--- src/rtl/disp_addr_ctrl_if.sv ---
// Bus bundle for the encoder-driven display address controller:
// encoder phases, page/clear controls, and the address/pulse outputs.
interface disp_addr_ctrl_if;
  logic       rot_a;
  logic       rot_b;
  logic [1:0] page;
  logic       clr;
  logic [4:0] addr;
  logic [7:0] disp_addr;
  logic       step_inc;
  logic       step_dec;
  logic       quad_err;

  modport master (
    output rot_a, rot_b, page, clr,
    input  addr, disp_addr, step_inc, step_dec, quad_err
  );

  modport slave (
    input  rot_a, rot_b, page, clr,
    output addr, disp_addr, step_inc, step_dec, quad_err
  );
endinterface

--- src/rtl/disp_addr_ctrl.sv ---
// Rotary-encoder address controller: synchronizes and decodes quadrature phases,
// accumulates DETENT transitions per step, and steps one of four page address registers.
module disp_addr_ctrl #(
  parameter int DETENT      = 4,
  parameter int SYNC_STAGES = 2
) (
  input logic clk,
  input logic rst,
  disp_addr_ctrl_if.slave bus
);

  localparam logic signed [3:0] DET_POS = 4'(DETENT);
  localparam logic signed [3:0] DET_NEG = -4'(DETENT);

  logic [SYNC_STAGES-1:0] a_sync_q, a_sync_d;
  logic [SYNC_STAGES-1:0] b_sync_q, b_sync_d;
  logic [1:0]             phase_q, phase_d;
  logic [1:0]             cur_phase;
  logic signed [3:0]      acc_q, acc_d;
  logic signed [3:0]      delta;
  logic signed [3:0]      acc_sum;
  logic [4:0]             addr_q [4];
  logic [4:0]             addr_d [4];
  logic                   step_inc_q, step_inc_d;
  logic                   step_dec_q, step_dec_d;
  logic                   quad_err_q, quad_err_d;

  always_comb begin
    a_sync_d = {a_sync_q[SYNC_STAGES-2:0], bus.rot_a};
    b_sync_d = {b_sync_q[SYNC_STAGES-2:0], bus.rot_b};
  end

  assign cur_phase = {a_sync_q[SYNC_STAGES-1], b_sync_q[SYNC_STAGES-1]};

  // Gray sequence 00->01->11->10 is forward; both bits flipping is illegal.
  always_comb begin
    delta      = '0;
    quad_err_d = 1'b0;
    phase_d    = cur_phase;
    case ({phase_q, cur_phase})
      4'b0001, 4'b0111, 4'b1110, 4'b1000: delta = 4'sd1;
      4'b0010, 4'b1011, 4'b1101, 4'b0100: delta = -4'sd1;
      4'b0011, 4'b1100, 4'b0110, 4'b1001: quad_err_d = 1'b1;
      default: ;
    endcase
  end

  // clr overrides a completing detent so no pulse escapes with zeroed addresses.
  always_comb begin
    acc_sum    = acc_q + delta;
    acc_d      = acc_sum;
    addr_d     = addr_q;
    step_inc_d = 1'b0;
    step_dec_d = 1'b0;
    if (bus.clr) begin
      acc_d = '0;
      for (int i = 0; i < 4; i++) addr_d[i] = '0;
    end else if (acc_sum == DET_POS) begin
      acc_d              = '0;
      addr_d[bus.page]   = addr_q[bus.page] + 5'd1;
      step_inc_d         = 1'b1;
    end else if (acc_sum == DET_NEG) begin
      acc_d              = '0;
      addr_d[bus.page]   = addr_q[bus.page] - 5'd1;
      step_dec_d         = 1'b1;
    end
  end

  always_ff @(posedge clk or negedge rst) begin
    if (!rst) begin
      a_sync_q   <= '0;
      b_sync_q   <= '0;
      phase_q    <= '0;
      acc_q      <= '0;
      step_inc_q <= 1'b0;
      step_dec_q <= 1'b0;
      quad_err_q <= 1'b0;
      for (int i = 0; i < 4; i++) addr_q[i] <= '0;
    end else begin
      a_sync_q   <= a_sync_d;
      b_sync_q   <= b_sync_d;
      phase_q    <= phase_d;
      acc_q      <= acc_d;
      step_inc_q <= step_inc_d;
      step_dec_q <= step_dec_d;
      quad_err_q <= quad_err_d;
      for (int i = 0; i < 4; i++) addr_q[i] <= addr_d[i];
    end
  end

  assign bus.addr      = addr_q[bus.page];
  assign bus.disp_addr = {1'b0, bus.page, addr_q[bus.page]};
  assign bus.step_inc  = step_inc_q;
  assign bus.step_dec  = step_dec_q;
  assign bus.quad_err  = quad_err_q;

endmodule

--- src/flat_wrapper.sv ---
// flat-port wrapper written by rule: the top's interface ports become plain ports
module disp_addr_ctrl_flat 
#(
  parameter int DETENT      = 4,
  parameter int SYNC_STAGES = 2
)
  (clk, rst, bus_rot_a, bus_rot_b, bus_page, bus_clr, bus_addr, bus_disp_addr, bus_step_inc, bus_step_dec, bus_quad_err);
  disp_addr_ctrl_if bus_i ();
  input logic clk;
  input logic rst;
  input wire logic [$bits(bus_i.rot_a)-1:0] bus_rot_a;
  input wire logic [$bits(bus_i.rot_b)-1:0] bus_rot_b;
  input wire logic [$bits(bus_i.page)-1:0] bus_page;
  input wire logic [$bits(bus_i.clr)-1:0] bus_clr;
  output wire logic [$bits(bus_i.addr)-1:0] bus_addr;
  output wire logic [$bits(bus_i.disp_addr)-1:0] bus_disp_addr;
  output wire logic [$bits(bus_i.step_inc)-1:0] bus_step_inc;
  output wire logic [$bits(bus_i.step_dec)-1:0] bus_step_dec;
  output wire logic [$bits(bus_i.quad_err)-1:0] bus_quad_err;
  assign bus_i.rot_a = bus_rot_a;
  assign bus_i.rot_b = bus_rot_b;
  assign bus_i.page = bus_page;
  assign bus_i.clr = bus_clr;
  assign bus_addr = bus_i.addr;
  assign bus_disp_addr = bus_i.disp_addr;
  assign bus_step_inc = bus_i.step_inc;
  assign bus_step_dec = bus_i.step_dec;
  assign bus_quad_err = bus_i.quad_err;
  disp_addr_ctrl #(.DETENT(DETENT), .SYNC_STAGES(SYNC_STAGES)) u_core (.clk(clk), .rst(rst), .bus(bus_i));
endmodule
--- config.mk ---
export PLATFORM = sky130hd
export DESIGN_NAME = disp_addr_ctrl_flat
export DESIGN_NICKNAME = d
export VERILOG_FILES = /design/src/rtl/disp_addr_ctrl_if.sv /design/src/rtl/disp_addr_ctrl.sv /design/src/flat_wrapper.sv
export SDC_FILE = /design/constraint.sdc
export NUM_CORES = 1
export LEC_CHECK = 0
export ABC_AREA = 1
export CAP_MARGIN = 0
export CORE_AREA = 2 2 78 80
export CTS_BUF_LIST = sky130_fd_sc_hd__clkbuf_8
export CTS_CLUSTER_SIZE = 28
export DETAILED_ROUTE_END_ITERATION = 8
export DIE_AREA = 0 0 80 82
export HOLD_SLACK_MARGIN = 0.02
export PLACE_DENSITY_LB_ADDON = 0.15
export REMOVE_ABC_BUFFERS = 1
export SLEW_MARGIN = 20
export SYNTH_ARGS = -nofsm -noshare
export SYNTH_HDL_FRONTEND = slang
export SYNTH_SLANG_ARGS = --single-unit
--- constraint.sdc ---
create_clock -name clk -period 2.5 [get_ports clk]
set_input_delay 0.5 -clock clk [delete_from_list [all_inputs] [get_ports clk]]
set_output_delay 0.5 -clock clk [all_outputs]
set_load 0.1 [all_outputs]
# Yosys cells after proc, flatten, opt, wreduce, memory -nomap -nowiden
# Index checks and enable logic that the tools add are counted.
# op_classes
add_sub_neg,3
magnitude_cmp,2
n_eq_ne,14
n_mux,20
bitwise,1
reduce_logical,5
# ops
cell,n
20-bit two-way mux,3
20-bit bitwise mux,2
"4-bit equality test, second input constant",7
"4-bit by 3-bit equality test with 1-bit output, second input constant",4
5-bit two-way mux,3
4-bit two-way mux,3
4-bit OR reduction,3
5-bit binary-select mux with 2-bit select,1
5-bit demux with 2-bit select,1
"4-bit by 2-bit equality test with 1-bit output, second input constant",2
4-bit case mux with 2 select lines,1
1-bit two-way mux,6
"5-bit by 1-bit adder with 5-bit output, second input constant",1
"5-bit by 1-bit subtractor with 5-bit output, second input constant",1
4-bit adder,1
"4-bit by 1-bit equality test with 1-bit output, second input constant",1
"3-bit greater-or-equal comparator, second input constant",1
"3-bit by 1-bit less-than comparator with 1-bit output, second input constant",1
2-bit NOT with 3-bit output,1
3-bit nonzero test,1
1-bit logical AND,1
# word_totals
register_bits,33
input_bits,7
out_inout_bits,16
wordCells,56

# Longest topological paths before layout
# Gate-level depths: netlist (run 1).
# depth
depth_word,9
depth_mapped,15
mapped_depth_nobuf,15

# Worst setup path after synthesis (run 1)
# No wires, ideal clock.
# synth_timing
path_kind,input port to output port
startpoint,in bus_page[0]
endpoint,out bus_disp_addr[4]
arrival_ns,1.981
required_ns,2.000
path_slack_ns,0.019
path_stages,6
n_path_buf,2
path_cell_list,buf_4 > nand2_1 > inv_1 > nand2_1 > nand4_2 > buf_4
# synth_via
elab_chain_cells,4
# synth_lines
element,line,source
start: declaration,flat_wrapper.sv:13,input wire logic [$bits(bus_i.page)-1:0] bus_page;
2-bit NOT with 3-bit output,--,
5-bit binary-select mux with 2-bit select,--,
5-bit two-way mux (2 in a row),--,
end: declaration,flat_wrapper.sv:16,output wire logic [$bits(bus_i.disp_addr)-1:0] bus_disp_addr;
# No other way between the ends. The select of a mux whose other input is x is not followed.

# Final worst setup path (run 1)
# layout_timing
startpoint,reg u_core.b_sync_q[1]
endpoint,reg u_core.addr_q[3] in the netlist's numbering
# layout_via
elab_chain_cells,7
word_cells_on_any_way,17
classes_between,add/sub: 1; eq/ne: 10; mux: 3; reduce/logical: 3
# layout_lines
element,line,source
start: declaration,disp_addr_ctrl.sv:16,"logic [SYNC_STAGES-1:0] b_sync_q, b_sync_d;"
start signal: assignment,disp_addr_ctrl.sv:81,b_sync_q <= b_sync_d;
"4-bit by 2-bit equality test with 1-bit output, or another cell as far along",disp_addr_ctrl.sv:40,"case ({phase_q, cur_phase})"
4-bit OR reduction,disp_addr_ctrl.sv:40,
4-bit case mux with 2 select lines (*),disp_addr_ctrl.sv:40,
4-bit adder (*),disp_addr_ctrl.sv:50,acc_sum = acc_q + delta;
4-bit equality test,disp_addr_ctrl.sv:58,end else if (acc_sum == DET_POS) begin
20-bit two-way mux,disp_addr_ctrl.sv:58,
20-bit two-way mux,disp_addr_ctrl.sv:55,if (bus.clr) begin
end: declaration,disp_addr_ctrl.sv:22,logic [4:0] addr_q [4];
# Mark *: on every way between the ends. The rest lies on a longest branch, timed or not.
# A chain may end at the register's enable or synchronous reset.

==> impl_metrics.ini, run 1 <==
[drt]
wl_per_cell_um = 12.80
vias = 1765
drt-total-wl_um = 4801
ant_nets = 0
drtPass1Iterations = 4
avgViaCountPerCell = 4.707
dr.first_iter.drc_count = 93
drc = 0

[final_layout]
diodes = 0
drive_gt1_share_pct = 31.00
layout_common_cells = nand2_1, dfrtp_1, nand3_1
area_delta_synth_final_pct = 40.35
nets = 312
layout_commonest_cell = nand2_1

[worst_hold_path]
hp-class = flip-flop to flip-flop
hold_path_end = u_core.b_sync_q[1]
holdPathStages = 0
min_from = u_core.b_sync_q[0]

[cts]
root_buffer = clkbuf_8
cts_num_sinks = 33
path_clk_slew_ns = 0.07
insertion_delay_ns = 0.28
cts_buffers = 5
clockBufferDepth = 2
cts_tree = yes
htreeDepth = 2

[worst_setup_path]
r2r_start = u_core.b_sync_q[1]
cp_cell_sequence = xor2_2, xnor2_2, ha_2, fa_1, nor2_2, nand3_4, nor2_2, inv_2, nor2_1, buf_4, nand3_1, nand2_1
arrival_ns = 2.64
cp-start-kind = flip-flop
crit_top_cell = nor2_2
slowest_stage = fa_1
rrSetupSlack_ns = 0.08
slowest_delay_ns = 0.44
end_kind = flip-flop
path_class = flip-flop to flip-flop
reg2regPathDepth = 12
crit_buf_inv = 2
cp.required_ns = 2.72
path_delay_family = adder cells
worstPathMaxFanout = 5
rr_endpoint = u_core.addr_q[3]

[logic_synthesis]
synth_flop_cell = dfrtp_1
yosysSeqAreaShare_pct = 42.33
syn-cell-area_um2 = 1951
ys_seq_elements = 33
syn_avg_cell_area_um2 = 7.445
yosysWarningCount = 0
netlist_instances = 262
synth_cell_type_count = 30
synth_edf_count = 0
async_flop_share_pct = 100.0

[outcome]
status = finished clean

[timing]
period_share_pct = 96.70
finalCriticalPeriod_ns = 2.417
max_freq_ghz = 0.4137
finalHoldViolations = 0
finalSetupViolations = 0
setup_ws_ns = 0.08259
finalMaxSlewViolations = 0
rsz0062_at_grt = true
clock-skew-final_ns = 0.002717
setup_tns_ns = 0
holdWs_ns = 0.3504

[place]
place_ws_ns = -0.02427
dp_hpwl_um = 3595
io_buffer_count = 21
gp_congestion = 0.8766

[floorplanning]
rows = 28
start_util_pct = 33.95
core-area_um2 = 5746
fp.dieH_um = 82
dieArea_um2 = 6560
die_w_um = 80
ios = 23

[global_routing]
grt_max_degree = 34
antenna_found_initial = 0
grt_pass1_vias = 1663
grt.total_usage_pct = 15.86
grt_overflow = 0
grt_pass1_wl_um = 7990

[run]
drv_cap = 0

[power_and_ir_drop]
p_leak_nw = 1.366
ir_drop_mv = 0.2652
finalPower_w = 0.001849
p_per_area_nw_per_um2 = 675.2
[state kept, by name (all words and copies together) (netlist names)]
register	cells
u_core.a_sync_q	2
u_core.acc_q	4
u_core.bus.step_dec	1
u_core.addr_q	20
u_core.phase_q	2
u_core.b_sync_q	2
u_core.bus.step_inc	1
u_core.bus.quad_err	1
[per-layer routing]
layer	wire length, µm	global-route usage [%]
met4	63	5.424
met1	2313	22.49
met5	0	0
met3	207	3.187
met2	2217	24.08
[report_power, final]
part | total, W | leakage, nW | switching (W) | internal [W]
Clock | 0.000385 | 0.0491 | 0.000196 | 0.000189
Combinational | 0.000841 | 0.876 | 0.000540 | 0.000301
Sequential | 0.000623 | 0.441 | 0.0000342 | 0.000589
[timing repair]
item,in CTS,in global routing
hold buffers,0,0
buffers inserted,0,2
pin swaps,0,8
gates resized for setup,2,45
gates cloned,0,0
setup endpoints to repair,11,24
hold endpoints to repair,0,0
[worst max path at each step]
| stage | start | endpoint | slack, ns | depth (start not counted) |
|---|---|---|---|---|
| finish | u_core.b_sync_q[1] | u_core.addr_q[3] | 0.08 | 12 |
| floorplan | bus_page[0] | u_core.addr_q[4] | -0.62 | 13 |
| detailed placement | u_core.phase_q[1] | u_core.addr_q[8] | -0.02 | 11 |
| global placement | u_core.b_sync_q[1] | u_core.addr_q[12] | -0.003 | 11 |
| CTS | u_core.phase_q[1] | u_core.addr_q[12] | -0.005 | 11 |
| global route | u_core.b_sync_q[1] | u_core.addr_q[6] | -0.06 | 11 |
[cell families (layout without fill, tap and decap cells)]
family                     Yosys count  count (layout)  share of synthesized area, %
and+or+nand+nor                    174             174                         39.13
DFF                                 33              33                         42.33
buffers and inverters               33              71                         8.530
AOI/OAI and AO/OA                    8               8                         2.437
xor gates and xnor gates             7               7                         3.143
adders and majority gates            6               6                         4.234
other                                1               1                        0.1922
[cells in the mapped netlist (2+ instances only)]
master / instances / area share, %
xor2_1: 2 / 0.90
dfrtp_1: 33 / 42
nor2_2: 3 / 0.96
xnor2_1: 5 / 2.2
nand2_1: 98 / 19
nor2_1: 21 / 4.0
nand3_1: 37 / 9.5
o21ai_0: 3 / 0.77
inv_2: 4 / 0.77
a21oi_1: 3 / 0.77
nor3_1: 2 / 0.51
buf_4: 9 / 3.5
nand4_1: 2 / 0.64
inv_1: 16 / 3.1
nand2_2: 5 / 1.6
ha_1: 5 / 3.2
[stage by stage]
step                utilization [%]  cells  instance area, µm²
floorplan                         -    250                1863
finish                        47.65    375                2738
global route                  47.65    375                2738
global placement              42.51    366                2442
CTS                           44.03    374                2530
detailed placement            42.51    366                2442
[worst register-to-register path, delay by kind of cell, from the launching register on]
family / cells / cell delay, ns
adders and majority gates: 2 / 0.66
and+or+nand+nor: 6 / 0.64
DFF: 1 / 0.42
xor gates and xnor gates: 2 / 0.39
buffers and inverters: 2 / 0.25
[area by class of cell]
class                           instances  area [µm²]
Fill cell                             569        3008
Multi-Input combinational cell        196        1154
Sequential cell                        33       825.8
Timing Repair Buffer                   42       503.0
Tap cell                               75       93.84
Inverter                               21       78.83
Clock buffer                            5       68.82
Clock inverter                          3       13.76
No activity file was read; power rests on OpenSTA's default activity.
==> inputs of run 2 (changes only) <==
- CORE_AREA: 2 2 78 80 -> 3 3 79 81
- DIE_AREA: 0 0 80 82 -> 0 0 82 84
==> impl_metrics.ini, run 2 (synthesis gave the netlist of run 1 again) <==
[timing]
rsz0062_at_grt = true
setup_tns_ns = 0
finalCriticalPeriod_ns = 2.386
clock-skew-final_ns = 0.002575
max_freq_ghz = 0.4192
holdWs_ns = 0.3500
finalSetupViolations = 0
finalMaxSlewViolations = 0
finalHoldViolations = 0
period_share_pct = 95.43

[final_layout]
regMostFlops = u_core.addr_q
largest_reg_flops = 20
layout_commonest_cell = nand2_1
area_delta_synth_final_pct = 35.79
diodes = 0
nets = 319
num-fill-cells = 568
multi_input_area_um2 = 1010
reg_top3 = u_core.addr_q x20, u_core.acc_q x4
layout_common_cells = nand2_1, nand3_1, dfrtp_1
seqCellArea_um2 = 825.8
drive_gt1_share_pct = 27.36

[outcome]
status = finished clean

[cts]
insertion_delay_ns = 0.29
htreeDepth = 2
cts_tree = yes
path_clk_slew_ns = 0.06
cts_num_sinks = 33
root_buffer = clkbuf_8
clockBufferDepth = 2
cts_buffers = 5
cts_hold_buf = 0

[floorplanning]
rows = 27
fp.dieH_um = 84
start_util_pct = 35.21
ios = 23
die_w_um = 82
dieArea_um2 = 6888
core-area_um2 = 5540

[global_routing]
grt_pass1_wl_um = 8631
grt_max_degree = 34
antenna_found_initial = 0
grt_overflow = 0
grt.total_usage_pct = 16.49
grt_pass1_vias = 1725

[worst_setup_path]
crit_top_cell = buf_6
path_delay_family = adder cells
cp.depth = 11
reg2regPathDepth = 11
worstPathMaxFanout = 6
path_class = flip-flop to flip-flop
cp-start-kind = flip-flop
crit_buf_inv = 3
slowest_delay_ns = 0.45
cp_cell_sequence = xor2_1, xnor2_1, ha_2, fa_1, nor2_2, nand3_2, inv_2, buf_6, a21oi_2, buf_6, a22o_1
arrival_ns = 2.56
slowest_stage = fa_1
cp.required_ns = 2.68
end_kind = flip-flop

[drt]
ant_nets = 0
drc = 0
wl_per_cell_um = 13.08
drtPass1Iterations = 4
dr.first_iter.drc_count = 88
vias = 1771
avgViaCountPerCell = 4.673
drt-total-wl_um = 4956

[place]
io_buffer_count = 21
dp_hpwl_um = 3740
gp_congestion = 0.8782

[run]
drv_cap = 0

[power_and_ir_drop]
ir_drop_mv = 0.2722
p_per_area_nw_per_um2 = 660.6
p_leak_nw = 1.378

[worst_hold_path]
hp-class = flip-flop to flip-flop
holdPathStages = 0
[run 2: changes by cell type in the layout (fill, tap and decap cells not counted), moves of 4 or more]
| cell | before | now |
|---|---|---|
| buf_4 | 22 | 27 |
| nand3_4 | 5 | 0 |
| nand3_2 | 7 | 3 |
| nand3_1 | 26 | 35 |
[run 2: timing repair]
item | CTS | global route
setup buffers | 0 | 2
endpoints found under the hold margin | 0 | 0
endpoints found under the setup margin | 0 | 26
gates resized for setup | 0 | 23
[run 2: routing by layer]
layer	GRT usage (%)	vias to the layer above	share of wire [%]
met4	5.740	0	2.0
met1	25.17	810	49
li1	-	912	-
met3	3.240	10	5.4
met5	0	-	0
met2	22.70	39	44
[run 2: worst register-to-register path: cells and delay by family (launching register included)]
kind	cells	cell delay, ns
flip-flops	1	0.43
adder cells (fa/ha/maj)	2	0.66
XOR/XNOR	2	0.37
AO/OA/AOI/OAI	2	0.25
AND/OR/NAND/NOR	2	0.25
buffers and inverters	3	0.31
[run 2: final timing paths]
kind,from,to,slack (ns)
worst min-delay path,u_core.a_sync_q[0],u_core.a_sync_q[1],0.35
worst max-delay path,u_core.b_sync_q[1],u_core.addr_q[0],0.11
max in group asynchronous,rst,u_core.addr_q[0],1.58
worst max register to register,u_core.b_sync_q[1],u_core.addr_q[0],0.11
min in group asynchronous,rst,u_core.bus.quad_err,0.62
worst min register to register,u_core.a_sync_q[0],u_core.a_sync_q[1],0.35
[run 2: final cells by class]
type,count,share of cell area [%]
clock inverters,3,0.5196
multi-input cells,196,38.12
clock buffers,5,2.598
repair buffers,49,21.11
inverters,21,3.070
flip-flops and latches,33,31.18
well taps,72,3.401
[run 2: through the flow]
| stage | instances | util, % | power, W | cell area [µm²] | worst slack [ns] |
|---|---|---|---|---|---|
| 4_1_cts | 377 | 46.32 | 0.001731 | 2566 | 0.002751 |
| 5_1_grt | 379 | 47.81 | 0.001873 | 2649 | -0.06517 |
| 3_3_place_gp | 369 | 44.83 | 0.001341 | 2484 | -0.04221 |
| 3_5_place_dp | 369 | 44.83 | 0.001341 | 2484 | -0.01339 |
| 2_1_floorplan | 250 | - | 0.001066 | 1863 | -0.6212 |
| 6_report | 379 | 47.81 | 0.001750 | 2649 | 0.1142 |
[run 2: report_power, final]
| part | switching [W] | internal [W] |
|---|---|---|
| clock | 0.000190 | 0.000188 |
| combinational | 0.000482 | 0.000266 |
| sequential | 0.0000341 | 0.000589 |
==> variant 1, RTL diff (flow settings as in run 2) <==
`SYNC_STAGES` is set to 2 in 2 places; all go to 4.
--- a/src/rtl/disp_addr_ctrl.sv
+++ b/src/rtl/disp_addr_ctrl.sv
@@ -3,5 +3,5 @@
 module disp_addr_ctrl #(
   parameter int DETENT      = 4,
-  parameter int SYNC_STAGES = 2
+  parameter int SYNC_STAGES = 4
 ) (
   input logic clk,
--- a/src/flat_wrapper.sv
+++ b/src/flat_wrapper.sv
@@ -3,5 +3,5 @@
 #(
   parameter int DETENT      = 4,
-  parameter int SYNC_STAGES = 2
+  parameter int SYNC_STAGES = 4
 )
   (clk, rst, bus_rot_a, bus_rot_b, bus_page, bus_clr, bus_addr, bus_disp_addr, bus_step_inc, bus_step_dec, bus_quad_err);
Function: changed (a bounded check fails within 4 cycles, from zero or initial values and one cycle with rst low).
==> variant 1 against run 2 <==
- wire length increased by 0.14%
- setup slack got worse by 59 ps
- sequential cell count increased by 4
- clock skew increased by 4.8 ps
- final area increased by 4.9%
- count of clock-buffer cells in the layout unchanged
- cell count decreased by 0.53%
- synthesized cell count increased by 1.9%
- total power increased by 8.5%
- core utilization increased by 2.3 points
- synthesized area increased by 7.7%
- largest power group unchanged
==> variant 1: results (changes against run 2) <==
Place
  • Worst slack at placement: -44.20 ps (was -13.39 ps)
  • Total placed cells including tap cells: 368 (was 369)
  • Gp weighted congestion: 0.9069 (was 0.8782)

Setup path
  • Arrival time reported for the critical path endpoint: 1940 ps (was 2560 ps)
  • Endpoint of the worst setup timing path: bus_addr[4] (was u_core.addr_q[0]$_DFFE_PN0P_)
  • Critical Path Start: bus_page[0] (was u_core.b_sync_q[1]$_DFF_PN0_)
  • Worst R2R Start: u_core.b_sync_q[3]$_DFF_PN0_ (was u_core.b_sync_q[1]$_DFF_PN0_)
  • Register-to-register setup slack: 130 ps (was 110 ps)
  • Destination of the worst register-to-register timing path: u_core.addr_q[17]$_DFFE_PN0P_ (was u_core.addr_q[0]$_DFFE_PN0P_)
  • Delay of the slowest cell on the worst path: 490 ps (was 450 ps)

STA
  • Setup Skew: 7.329 ps (was 2.575 ps)
  • Worst hold slack: 314.9 ps (was 350.0 ps)

Global route
  • Met1 Resource Use GR: 0.2167 (was 0.2517)
  • Via count of the first global-routing pass: 1,784 (was 1,725)
  • Largest net degree at the start of global routing: 38 (was 34)
  • Met3 global-route usage: 0.02916 (was 0.03240)
  • Global-route met2 utilization: 0.2498 (was 0.2270)

Detailed routing
  • Detail Route met3 WL: 332 µm (was 269 µm)
  • Routed vias/inst: 4.814 (was 4.673)
  • Total number of vias: 1,815 (was 1,771)

Finish
  • Post-layout util: 0.5014 (was 0.4781)
  • ClkCell Share: 0.03378 (was 0.03118)
  • Non-clock buffers: 43 (was 49)
  • Number of multi-input combinational cells in the layout: 197 (was 196)
  • Non-clock inverter count in the final layout: 20 (was 21)
  • Footprint of the multi-input gates: 0.001086 mm² (was 0.001010 mm²)

Worst hold path
  • Hold WC Path Type: primary input to async pin (was flip-flop to flip-flop)

CTS
  • CTS clock-pin slew for the worst setup and hold paths: 80 ps (was 60 ps)

Status
  • Status: completed (unchanged)
[variant 1: logic make-up after synthesis]
group,synth area share
AO/OA/AOI/OAI,0.01906
XOR/XNOR,0.02918
adder cells (fa/ha/maj),0.03931
buffers and inverters,0.08695
flip-flops,0.4407
other,0.001785
AND/OR/NAND/NOR,0.3830
[variant 1: worst register-to-register path, delay by kind of cell (launching register included)]
kind	cells	cell delay (ps)
XOR/XNOR	2	350
adder cells (fa/ha/maj)	2	660
buffers and inverters	1	130
flip-flops	1	410
AND/OR/NAND/NOR	6	760
[variant 1: power by group]
group / leakage, nW / internal, mW / total (mW) / switching (mW)
registers: 0.488 / 0.656 / 0.692 / 0.0362
logic: 0.867 / 0.267 / 0.773 / 0.506
clock network: 0.0447 / 0.201 / 0.433 / 0.232
total: 1.40 / 1.12 / 1.90 / 0.774
[variant 1: what timing repair did]
action | in CTS | in global routing
pin swaps | 0 | 2
buffers inserted | 0 | 1
resized for setup | 3 | 27
hold endpoints to repair | 0 | 0
endpoints found under the setup margin | 14 | 23
==> variant 2, RTL diff (flow settings as in run 2) <==
Without the edit above. Reset style: synchronous (`rst`), changed in one clocked block.
--- a/src/rtl/disp_addr_ctrl.sv
+++ b/src/rtl/disp_addr_ctrl.sv
@@ -67,5 +67,5 @@
   end
 
-  always_ff @(posedge clk or negedge rst) begin
+  always_ff @(posedge clk) begin
     if (!rst) begin
       a_sync_q   <= '0;
Behaviour: differs if rst is asserted again (counterexample within 4 cycles, from zero or initial values and one cycle with rst low); with rst held inactive, the same outputs for 10 cycles.
==> variant 2 against run 2 <==
- clock skew up 2.0 ps
- core utilization is 0.75 points lower
- highest routed layer unchanged
- setup slack got worse by 3.3 ps
- critical endpoint is now bus_disp_addr[4]
- wire length is 3.3% lower
- final area is 1.6% lower
- via count increased by 3.6%
- synthesized area grew 1.5%
- global-route usage down 1.4 points
- maximum frequency shrank 0.14%
- synthesized cell count is 11% higher
- sequential cell count is the same
Power is not compared: it rests on default switching activity, and its combinational part moved more than twofold at a synthesized area within 25%.
==> variant 2: results (changes against run 2) <==
Detailed routing
  • Routed wire per std cell: 12.01 µm (was 13.08 µm)
  • Number of design-rule violations left by the first detailed-router iteration: 78 (was 88)
  • Met2 WL: 2384 µm (was 2161 µm)
  • Total wirelength of the detailed-routed design: 4791 µm (was 4956 µm)

Synthesis
  • Instance count of the mapped netlist: 292 (was 262)
  • Complex-gate fraction of the synthesized area: 0.09102 (was 0.02437)
  • Post-synthesis sequential area ratio: 0.3338 (was 0.4233)
  • Synth top area cells: sky130_fd_sc_hd__dfxtp_1, sky130_fd_sc_hd__nand2_1, sky130_fd_sc_hd__nand3_1 (was sky130_fd_sc_hd__dfrtp_1, sky130_fd_sc_hd__nand2_1, sky130_fd_sc_hd__nand3_1)
  • Number of distinct library cells after synthesis: 26 (was 30)
  • Adder-cell share of the synthesized area: 0.04172 (was 0.04233)

Setup path
  • Largest driver fanout on the critical path: 5 (was 6)
  • Endpoint of the worst setup timing path: bus_disp_addr[4] (was u_core.addr_q[0]$_DFFE_PN0P_)
  • Logic depth of the worst register-to-register path: 13 (was 11)
  • Worst path top cell family by delay: buffers and inverters (was adder cells)
  • Delay of the slowest cell on the worst path: 580 ps (was 450 ps)

Global route
  • Combined global-route utilization of all metal layers: 0.1509 (was 0.1649)
  • Via count of the first global-routing pass: 1,794 (was 1,725)
  • Global-route wire length before repair: 8128 µm (was 8631 µm)
  • Largest net degree at the start of global routing: 22 (was 34)

Finish
  • Fill cell count: 580 (was 568)
  • Number of nets in the layout: 339 (was 319)

Worst hold path
  • Hold Path Cell Cnt: 2 (was 0)

Place
  • Total placed cells including tap cells: 390 (was 369)

STA
  • Worst hold slack: 413.3 ps (was 350.0 ps)
  • Setup Skew: 4.526 ps (was 2.575 ps)

Status
  • Status: completed (unchanged)
## variant 2: area by class of cell
cell class	count	area share
Multi-Input combinational cell	203	0.4127
Sequential cell	33	0.2543
Timing Repair Buffer	40	0.1919
Inverter	43	0.06190
Tap cell	72	0.03455
Clock buffer	6	0.03167
Clock inverter	2	0.01296
## variant 2: stage by stage
step | util | instance area [µm²] | setup slack, ps
2_1_floorplan | - | 1883 | -550.4
3_3_place_gp | 0.4433 | 2456 | 24.93
3_5_place_dp | 0.4433 | 2456 | 22.69
4_1_cts | 0.4643 | 2572 | 24.34
5_1_grt | 0.4706 | 2608 | -30.19
6_report | 0.4706 | 2608 | 110.9
## variant 2: layer usage
| layer | vias to the layer above | track usage |
|---|---|---|
| li1 | 974 | - |
| met1 | 822 | 0.1794 |
| met2 | 34 | 0.2645 |
| met3 | 5 | 0.03456 |
| met4 | 0 | 0.04230 |
| met5 | - | 0 |
## variant 2: timing repair
item / in CTS / in global routing
setup endpoints to repair: 0 / 22
buffers inserted: 0 / 1
gates resized for setup: 0 / 10
